<file path="config.mk">
export PLATFORM = sky130hd
export DESIGN_NAME = icache_fetch_port
export DESIGN_NICKNAME = d
export VERILOG_FILES = /design/src/rtl/icache_fetch_port_pkg.sv /design/src/rtl/icache_linebuf.sv /design/src/rtl/icache_fetch_port.sv
export SDC_FILE = /design/constraint.sdc
export NUM_CORES = 1
export LEC_CHECK = 0
export ABC_CLOCK_PERIOD_IN_PS = 2700
export BUFFER_PORTS_ARGS = -buffer_cell sky130_fd_sc_hd__buf_2
export CORE_ASPECT_RATIO = 1.4
export CORE_MARGIN = 1
export CORE_UTILIZATION = 35
export CTS_BUF_LIST = sky130_fd_sc_hd__clkbuf_4
export DETAILED_ROUTE_END_ITERATION = 8
export SYNTH_ARGS = -nofsm -noshare
export SYNTH_HDL_FRONTEND = slang
export SYNTH_HIERARCHICAL = 1
export SYNTH_SLANG_ARGS = --single-unit
</file>
<file path="constraint.sdc">
create_clock -name iClk -period 2.7 [get_ports iClk]
set_clock_uncertainty 0.05 [all_clocks]
set_input_delay 0.27 -clock iClk [delete_from_list [all_inputs] [get_ports iClk]]
set_output_delay 0.27 -clock iClk [all_outputs]
set_load 0.03 [all_outputs]
</file>
<file path="src/rtl/icache_fetch_port_pkg.sv">
// ============================================================================
// Module      : icache_fetch_port_pkg
// Description : Shared definitions for the instruction-fetch port: FSM state
//               encoding, line geometry and refill beat counter width.
// Revision    : 1.0 - initial release
// ============================================================================
`default_nettype none

package icache_fetch_port_pkg;

  // Instruction words per cache line.
  localparam int LINE_WORDS = 4;

  // Refill beat counter width; counts exactly LINE_WORDS beats.
  localparam int BEAT_W = 2;

  // Index of the final refill beat.
  localparam logic [BEAT_W-1:0] LAST_BEAT = BEAT_W'(LINE_WORDS - 1);

  typedef enum logic [1:0] {
    ST_IDLE   = 2'd0,
    ST_REFILL = 2'd1,
    ST_DRAIN  = 2'd2,
    ST_RESP   = 2'd3
  } state_e;

endpackage

`default_nettype wire

</file>
<file path="src/rtl/icache_linebuf.sv">
// ============================================================================
// Module      : icache_linebuf
// Description : Single-line instruction buffer. Holds one valid/tag/data
//               entry, loaded on every completed refill and compared against
//               the tag of the incoming fetch request.
// Ports       : clk_i, rst_ni     - clock, asynchronous active-low reset
//               load_i            - write the entry (completed refill)
//               load_tag_i/data_i - tag and line to store
//               lookup_tag_i      - tag of the current request
//               hit_o             - entry valid and tag match
//               data_o            - stored line
// Revision    : 1.0 - initial release
// ============================================================================
`default_nettype none

module icache_linebuf
  import icache_fetch_port_pkg::*;
#(
  parameter int TAG_W  = 28,
  parameter int LINE_W = 128
) (
  input  logic              clk_i,
  input  logic              rst_ni,
  input  logic              load_i,
  input  logic [TAG_W-1:0]  load_tag_i,
  input  logic [LINE_W-1:0] load_data_i,
  input  logic [TAG_W-1:0]  lookup_tag_i,
  output logic              hit_o,
  output logic [LINE_W-1:0] data_o
);

  logic              valid_q;
  logic [TAG_W-1:0]  tag_q;
  logic [LINE_W-1:0] data_q;

  always_ff @(posedge clk_i or negedge rst_ni) begin
    if (!rst_ni) begin
      valid_q <= 1'b0;
      tag_q   <= '0;
      data_q  <= '0;
    end else if (load_i) begin
      valid_q <= 1'b1;
      tag_q   <= load_tag_i;
      data_q  <= load_data_i;
    end
  end

  assign hit_o  = valid_q && (tag_q == lookup_tag_i);
  assign data_o = data_q;

endmodule

`default_nettype wire

</file>
<file path="src/rtl/icache_fetch_port.sv">
// ============================================================================
// Module      : icache_fetch_port
// Description : Instruction-fetch port. Accepts line fetch requests from the
//               IFU, refills the line from memory one word per beat (single
//               outstanding read), and returns the whole line with a one-cycle
//               response pulse. Flushes abort an in-flight refill; a read
//               already issued is drained before returning to idle.
// Config      : ICACHE_LINEBUF_EN - when defined, a one-line buffer turns
//               repeat fetches of the last refilled line into one-cycle hits.
// Ports       : iClk, iResetn                - clock, async active-low reset
//               fromIfu_req/pc, iFlush       - fetch request, address, abort
//               toIfu_resp, toIfu_instr      - response pulse and line
//               toMem_req/addr               - word read request
//               fromMem_vld/data             - read completion and data
// Revision    : 1.0 - initial release
// ============================================================================
`default_nettype none

module icache_fetch_port
  import icache_fetch_port_pkg::*;
#(
  parameter int PCW = 32,
  parameter int IW  = 32
) (
  input  logic                     iClk,
  input  logic                     iResetn,
  input  logic                     fromIfu_req,
  input  logic [PCW-1:0]           fromIfu_pc,
  input  logic                     iFlush,
  output logic                     toIfu_resp,
  output logic [IW*LINE_WORDS-1:0] toIfu_instr,
  output logic                     toMem_req,
  output logic [PCW-1:0]           toMem_addr,
  input  logic                     fromMem_vld,
  input  logic [IW-1:0]            fromMem_data
);

  localparam int TAG_W  = PCW - 4;
  localparam int LINE_W = IW * LINE_WORDS;

  state_e            state_q, state_d;
  logic [BEAT_W-1:0] beat_q, beat_d;
  logic              resp_q, resp_d;
  logic [LINE_W-1:0] instr_q, instr_d;
  logic [LINE_W-1:0] stage_q, stage_d;
  logic              mem_req_q, mem_req_d;
  logic [PCW-1:0]    addr_q, addr_d;
  logic [TAG_W-1:0]  tag_q, tag_d;

  logic [TAG_W-1:0]  w_pc_tag;
  logic [LINE_W-1:0] w_fill;
  logic              w_lb_load;
  logic              w_lb_hit;
  logic [LINE_W-1:0] w_lb_data;
  logic              w_unused_pc;

  assign w_pc_tag    = fromIfu_pc[PCW-1:4];
  // Byte offset within the line does not select anything.
  assign w_unused_pc = ^fromIfu_pc[3:0];

`ifdef ICACHE_LINEBUF_EN
  icache_linebuf #(
    .TAG_W  (TAG_W),
    .LINE_W (LINE_W)
  ) u_linebuf (
    .clk_i        (iClk),
    .rst_ni       (iResetn),
    .load_i       (w_lb_load),
    .load_tag_i   (tag_q),
    .load_data_i  (w_fill),
    .lookup_tag_i (w_pc_tag),
    .hit_o        (w_lb_hit),
    .data_o       (w_lb_data)
  );
`else
  logic w_unused_lb;
  assign w_lb_hit    = 1'b0;
  assign w_lb_data   = '0;
  assign w_unused_lb = w_lb_load;
`endif

  always_ff @(posedge iClk or negedge iResetn) begin
    if (!iResetn) begin
      state_q   <= ST_IDLE;
      beat_q    <= '0;
      resp_q    <= 1'b0;
      instr_q   <= '0;
      stage_q   <= '0;
      mem_req_q <= 1'b0;
      addr_q    <= '0;
      tag_q     <= '0;
    end else begin
      state_q   <= state_d;
      beat_q    <= beat_d;
      resp_q    <= resp_d;
      instr_q   <= instr_d;
      stage_q   <= stage_d;
      mem_req_q <= mem_req_d;
      addr_q    <= addr_d;
      tag_q     <= tag_d;
    end
  end

  always_comb begin
    state_d   = state_q;
    beat_d    = beat_q;
    resp_d    = 1'b0;
    instr_d   = instr_q;
    stage_d   = stage_q;
    mem_req_d = mem_req_q;
    addr_d    = addr_q;
    tag_d     = tag_q;
    w_lb_load = 1'b0;

    // Staging line with the current beat's read data merged in.
    w_fill = stage_q;
    w_fill[int'(beat_q)*IW +: IW] = fromMem_data;

    unique case (state_q)
      ST_IDLE: begin
        if (fromIfu_req && !iFlush) begin
          tag_d = w_pc_tag;
          if (w_lb_hit) begin
            state_d = ST_RESP;
            resp_d  = 1'b1;
            instr_d = w_lb_data;
          end else begin
            state_d   = ST_REFILL;
            beat_d    = '0;
            mem_req_d = 1'b1;
            addr_d    = {w_pc_tag, {BEAT_W{1'b0}}, 2'b00};
          end
        end
      end

      ST_REFILL: begin
        if (fromMem_vld) begin
          if (iFlush) begin
            // Read is complete, nothing left to drain: drop it and go idle.
            state_d   = ST_IDLE;
            mem_req_d = 1'b0;
          end else if (beat_q == LAST_BEAT) begin
            state_d   = ST_RESP;
            resp_d    = 1'b1;
            instr_d   = w_fill;
            stage_d   = w_fill;
            mem_req_d = 1'b0;
            w_lb_load = 1'b1;
          end else begin
            stage_d = w_fill;
            beat_d  = beat_q + 1'b1;
            addr_d  = {tag_q, beat_q + 1'b1, 2'b00};
          end
        end else if (iFlush) begin
          // Outstanding read must still complete; keep request/address.
          state_d = ST_DRAIN;
        end
      end

      ST_DRAIN: begin
        if (fromMem_vld) begin
          state_d   = ST_IDLE;
          mem_req_d = 1'b0;
        end
      end

      ST_RESP: begin
        // Response pulse is already on the output; request ignored here.
        state_d = ST_IDLE;
      end

      default: state_d = ST_IDLE;
    endcase
  end

  assign toIfu_resp  = resp_q;
  assign toIfu_instr = instr_q;
  assign toMem_req   = mem_req_q;
  assign toMem_addr  = addr_q;

endmodule

`default_nettype wire

</file>
Yosys cells after proc, flatten, opt, wreduce, memory -nomap -nowiden
Index checks and enable logic that the tools add are counted.
{"block": "totals", "register_bits": 322, "in_bits": 69, "output_inout_bits": 162, "wordCells": 63}
{"block": "classes", "add_sub_neg": 2, "eq_ne": 11, "n_shift": 2, "mux": 28, "n_bitwise": 1, "reduce_logical": 11}
{"operator": "128-bit bitwise mux", "n": 1}
{"operator": "32-bit 2-to-1 mux", "n": 4}
{"operator": "32-bit by 33-bit variable shift with 128-bit output (first input constant)", "n": 1}
{"operator": "32-bit by 33-bit variable part select with 128-bit output", "n": 1}
{"operator": "32-bit case mux with 2 select lines", "n": 1}
{"operator": "7-bit negator with 33-bit output", "n": 1}
{"operator": "2-bit 2-to-1 mux", "n": 10}
{"operator": "2-bit != test (second input constant)", "n": 5}
{"operator": "5-bit AND reduction", "n": 2}
{"operator": "1-bit 2-to-1 mux", "n": 9}
{"operator": "2-bit case mux with 4 select lines", "n": 1}
{"operator": "4-bit AND reduction", "n": 2}
{"operator": "2-bit equality test (second input constant)", "n": 3}
{"operator": "3-bit != test (second input constant)", "n": 2}
{"operator": "2-bit case mux with 2 select lines", "n": 1}
{"operator": "1-bit case mux with 3 select lines", "n": 1}
{"operator": "3-bit AND reduction", "n": 1}
{"operator": "3-bit nonzero test", "n": 1}
{"operator": "2-bit by 1-bit adder with 2-bit output (second input constant)", "n": 1}
{"operator": "2-bit by 1-bit equality test with 1-bit output (second input constant)", "n": 1}
{"operator": "2-bit zero test", "n": 1}
{"operator": "2-bit AND reduction", "n": 1}
{"operator": "2-bit nonzero test", "n": 1}
{"operator": "1-bit logical AND", "n": 1}
{"operator": "2 further kinds", "n": 2}

Longest topological paths before layout
{"block": "depth", "depth_word": 5, "depth_mapped": 10, "ltp_nobuf": 7}

Worst setup path before layout
Ideal clock, no wire load.
{"block": "synth_path", "path_kind": "reg2reg", "from": "reg beat_q[0]", "to": "reg stage_q[65]", "setup_ps": 121, "arrival_time_ps": 2334, "required_time_ps": 2529, "path_slack_ps": 195, "stages_incl_launch_ff": 9, "path_buffers": 2, "synth_period_minus_slack_ps": 2505, "cell_sequence": "dfrtp_1 > inv_1 > ha_1 > and4bb_1 > and2b_1 > and2_0 > clkbuf_1 > buf_4 > a22o_1"}
{"block": "synth_via", "elab_chain_len": 3, "elab_cells_between_ends": 4, "cone_classes": "1 x add/sub; 2 x shift; 1 x mux"}
{"item": "from (decl)", "line_no": "icache_fetch_port.sv:42", "rtl": "logic [BEAT_W-1:0] beat_q, beat_d;"}
{"item": "from (signal assigned)", "line_no": "icache_fetch_port.sv:94", "rtl": "beat_q <= beat_d;"}
{"item": "7-bit negator with 33-bit output *", "line_no": "icache_fetch_port.sv:117", "rtl": "w_fill[int'(beat_q)*IW +: IW] = fromMem_data;"}
{"item": "32-bit by 33-bit variable part select with 128-bit output / 32-bit by 33-bit variable shift with 128-bit output (equally long branches)", "line_no": "icache_fetch_port.sv:117"}
{"item": "128-bit bitwise mux *", "line_no": "icache_fetch_port.sv:117"}
{"item": "to (signal assigned)", "line_no": "icache_fetch_port.sv:97", "rtl": "stage_q <= stage_d;"}
{"item": "to (decl)", "line_no": "icache_fetch_port.sv:45", "rtl": "logic [LINE_W-1:0] stage_q, stage_d;"}
Every way passes the cells marked *; elsewhere a longest branch is shown, timed or not.
A chain may end at the register's enable or synchronous reset.

==> metrics.cfg <==
[status]
status=finished clean

[place]
place_area_um2=14560
gp_congestion=0.7471
pre_cts_ws_ns=0.3663
place_inst=1727
dpl.hpwl_um=22940
io_buffers=224

[synth]
synthMuxAreaShare=0.04739
synthArstFlopShare=1.000
synth_edf_count=0
synth_simple_gate_area_frac=0.09756
ys_types=36
synth.area.top_cells=dfrtp_1, a221oi_1, a22o_1
yosys.area.top_type=dfrtp_1
synthCells=1129
seq_area_frac_synth=0.6125
synthFlopType=dfrtp_1
syn_avg_cell_area_um2=11.51
synth_compound_area_frac=0.1882
synth_commonest_cells=dfrtp_1, nor2_1, a221oi_1
synth-seq-cells=318
synth_top_family_by_area=compound AO/OA/AOI/OAI gates
netlist_area_um2=12990
synthXorXnorAreaFrac=0
synth_fa_ha_area_frac=0.009631
yosysTopAreaCellShare=0.6125
yosys.cell_count.top_type=dfrtp_1
ys_warn_count=6

[worst_hold_path]
holdCritPathClass=input port to async pin

[clock_tree]
clock-sinks=318
clock_path_buffers=3
cts_tree=yes
cts.clk_slew.worst_paths_ns=0.07
h-tree-depth=3
cts_setup_buffers=0
insertion_delay_ns=0.76
cts_root_buf=clkbuf_4
cts_buffers=81

[worst_setup_path]
crit_type=register to register
cp.required_ns=3.31
r2r_slack_ns=0.34
path_buf_inv=1
slowest_stage=and3_2
cp-end-kind=register
timing.rr.end=stage_q[38]$_DFFE_PN0P_
path_delay_family=simple AND/OR/NAND/NOR gates
worstPathCellList=inv_1 > ha_1 > and4_2 > and3_2 > a22o_1
rr_startpoint=toMem_addr[3]$_DFFE_PN0P_
arrival_ns=2.97
worst-path-max-fanout=32
rr_worst_depth=5
cp-start-kind=register
slowest_delay_ns=0.71

[floorplanning]
design.die.area_um2=37900
fp.dieW_um=164.8
fp-row-count=83
die_h_um=230.0
core_um2=36660
initial_core_util=0.3544
io_pins=231

[pwr]
comb_power_share=0.394
switching_share=0.4224
totalPowerFinal_mw=18.89
p_switching_mw=7.981
leakagePower_nw=8.065
ir_drop_mv=0.5939
p_seq_frac=0.394
p_clk_frac=0.212
p_per_area_nw_per_um2=1163
p_int_mw=10.91

[global_routing]
grt_overflow=0
grt_max_degree=130
antenna_found_initial=2
grt_pass1_wl_um=59310
grtUsageTotal=0.2043
grt_pass1_vias=10600

[detailed_routing]
remaining_drc_errors=0
avgRoutedWirePerCell_um=19.65
ant_nets=0
first_pass_iters=5
vias_per_cell=5.371
drt_iter0_markers=704
vias=10390
routed_wl_um=38020

[layout]
nets=1489
stdcell_area_um2=16240
final_util=0.4431
drive_gt1_frac=0.2860
syn_to_final_growth_pct=25.02
final_cells=1935

[sta]
slew_headroom=0.4265
hold_violations=0
finalSetupViolations=0
fin_setup_tns_ns=0
slew_violations=0
timing.final.crit_share=0.8724
setup_ws_ns=0.3445
whs_ns=0.1285
fmax_ghz=0.4245
rsz0062_at_grt=no
worst_slew_pin_slew_ns=0.8594
period_needed_ns=2.356

[flow_run]
cap_viol_max_count=0

==> state kept, by name (all words and copies together) (netlist names) <==
name and flops:
toMem_req 1, beat_q 1, toIfu_instr 128, tag_q 28, stage_q 128, toIfu_resp 1, toMem_addr 29, state_q 2
==> power groups by stage <==
stage,clock network [mW],registers [mW],logic (mW)
CTS,4.16,7.47,7.52
global placement,0,7.46,7.32
detailed placement,0,7.53,7.41
global route,4.39,7.63,8.02
finish,4.01,7.45,7.44
floorplan,0,9.73,2.65
==> worst register-to-register path, stage by stage, from the launching register on <==
cell     delay, ns
dfrtp_1       0.42
inv_1         0.11
ha_1          0.44
and4_2        0.28
and3_2        0.71
a22o_1        0.26
==> timing repair <==
| action | in CTS | in global routing |
|---|---|---|
| resized for setup | 0 | 0 |
| hold buffers | 67 | 0 |
| endpoints found under the hold margin | 632 | 0 |
==> cell type report <==
class,instances,area (µm²)
Timing Repair Buffer,325,2175
Multi-Input combinational cell,674,4489
Antenna cell,3,7.507
Clock buffer,118,885.9
Clock inverter,20,102.6
Fill cell,3490,20420
Tap cell,467,584.3
Inverter,10,40.04
Sequential cell,318,7958
==> metal layers <==
| layer | track usage | up-vias | wire [µm] |
|---|---|---|---|
| met5 | 0 | - | 0 |
| met4 | 0.08630 | 0 | 918 |
| met3 | 0.04852 | 57 | 2528 |
| met2 | 0.3332 | 366 | 18950 |
| met1 | 0.2568 | 5287 | 15620 |
| li1 | - | 4683 | - |
==> cells by family (layout without fill, tap and decap cells) <==
| kind of cell | count (synthesis) | in the layout |
|---|---|---|
| and+or+nand+nor | 311 | 311 |
| muxes | 58 | 58 |
| adders and majority gates | 10 | 10 |
| buffers and inverters | 138 | 473 |
| other | 1 | 5 |
| AOI/OAI and AO/OA | 293 | 293 |
| DFF | 318 | 318 |
==> cells in the final DEF, fill, tap and decap left out, types with 3 or more instances in the layout <==
master,count
o21ai_0,3
mux2_2,28
nand2_1,6
dfrtp_1,318
a22o_1,127
clkinv_1,18
clkbuf_4,118
ha_1,9
buf_12,8
a221oi_1,129
buf_4,26
a21oi_1,30
mux2i_1,30
dlygate4sd3_1,66
buf_2,223
inv_1,8
diode_2,3
nor2_1,284
==> worst max path at each step <==
| stage | start | endpoint | depth (start not counted) |
|---|---|---|---|
| 2_1_floorplan | beat_q[0]$_DFFE_PN0P_ | stage_q[65]$_DFFE_PN0P_ | 8 |
| 3_3_place_gp | toMem_addr[3]$_DFFE_PN0P_ | stage_q[53]$_DFFE_PN0P_ | 5 |
| 3_5_place_dp | toMem_addr[3]$_DFFE_PN0P_ | stage_q[35]$_DFFE_PN0P_ | 5 |
| 4_1_cts | state_q[1]$_DFFE_PN0P_ | beat_q[0]$_DFFE_PN0P_ | 7 |
| 5_1_grt | toMem_addr[3]$_DFFE_PN0P_ | stage_q[39]$_DFFE_PN0P_ | 5 |
| 6_report | toMem_addr[3]$_DFFE_PN0P_ | stage_q[38]$_DFFE_PN0P_ | 5 |
Power figures use the tool's default switching activity.
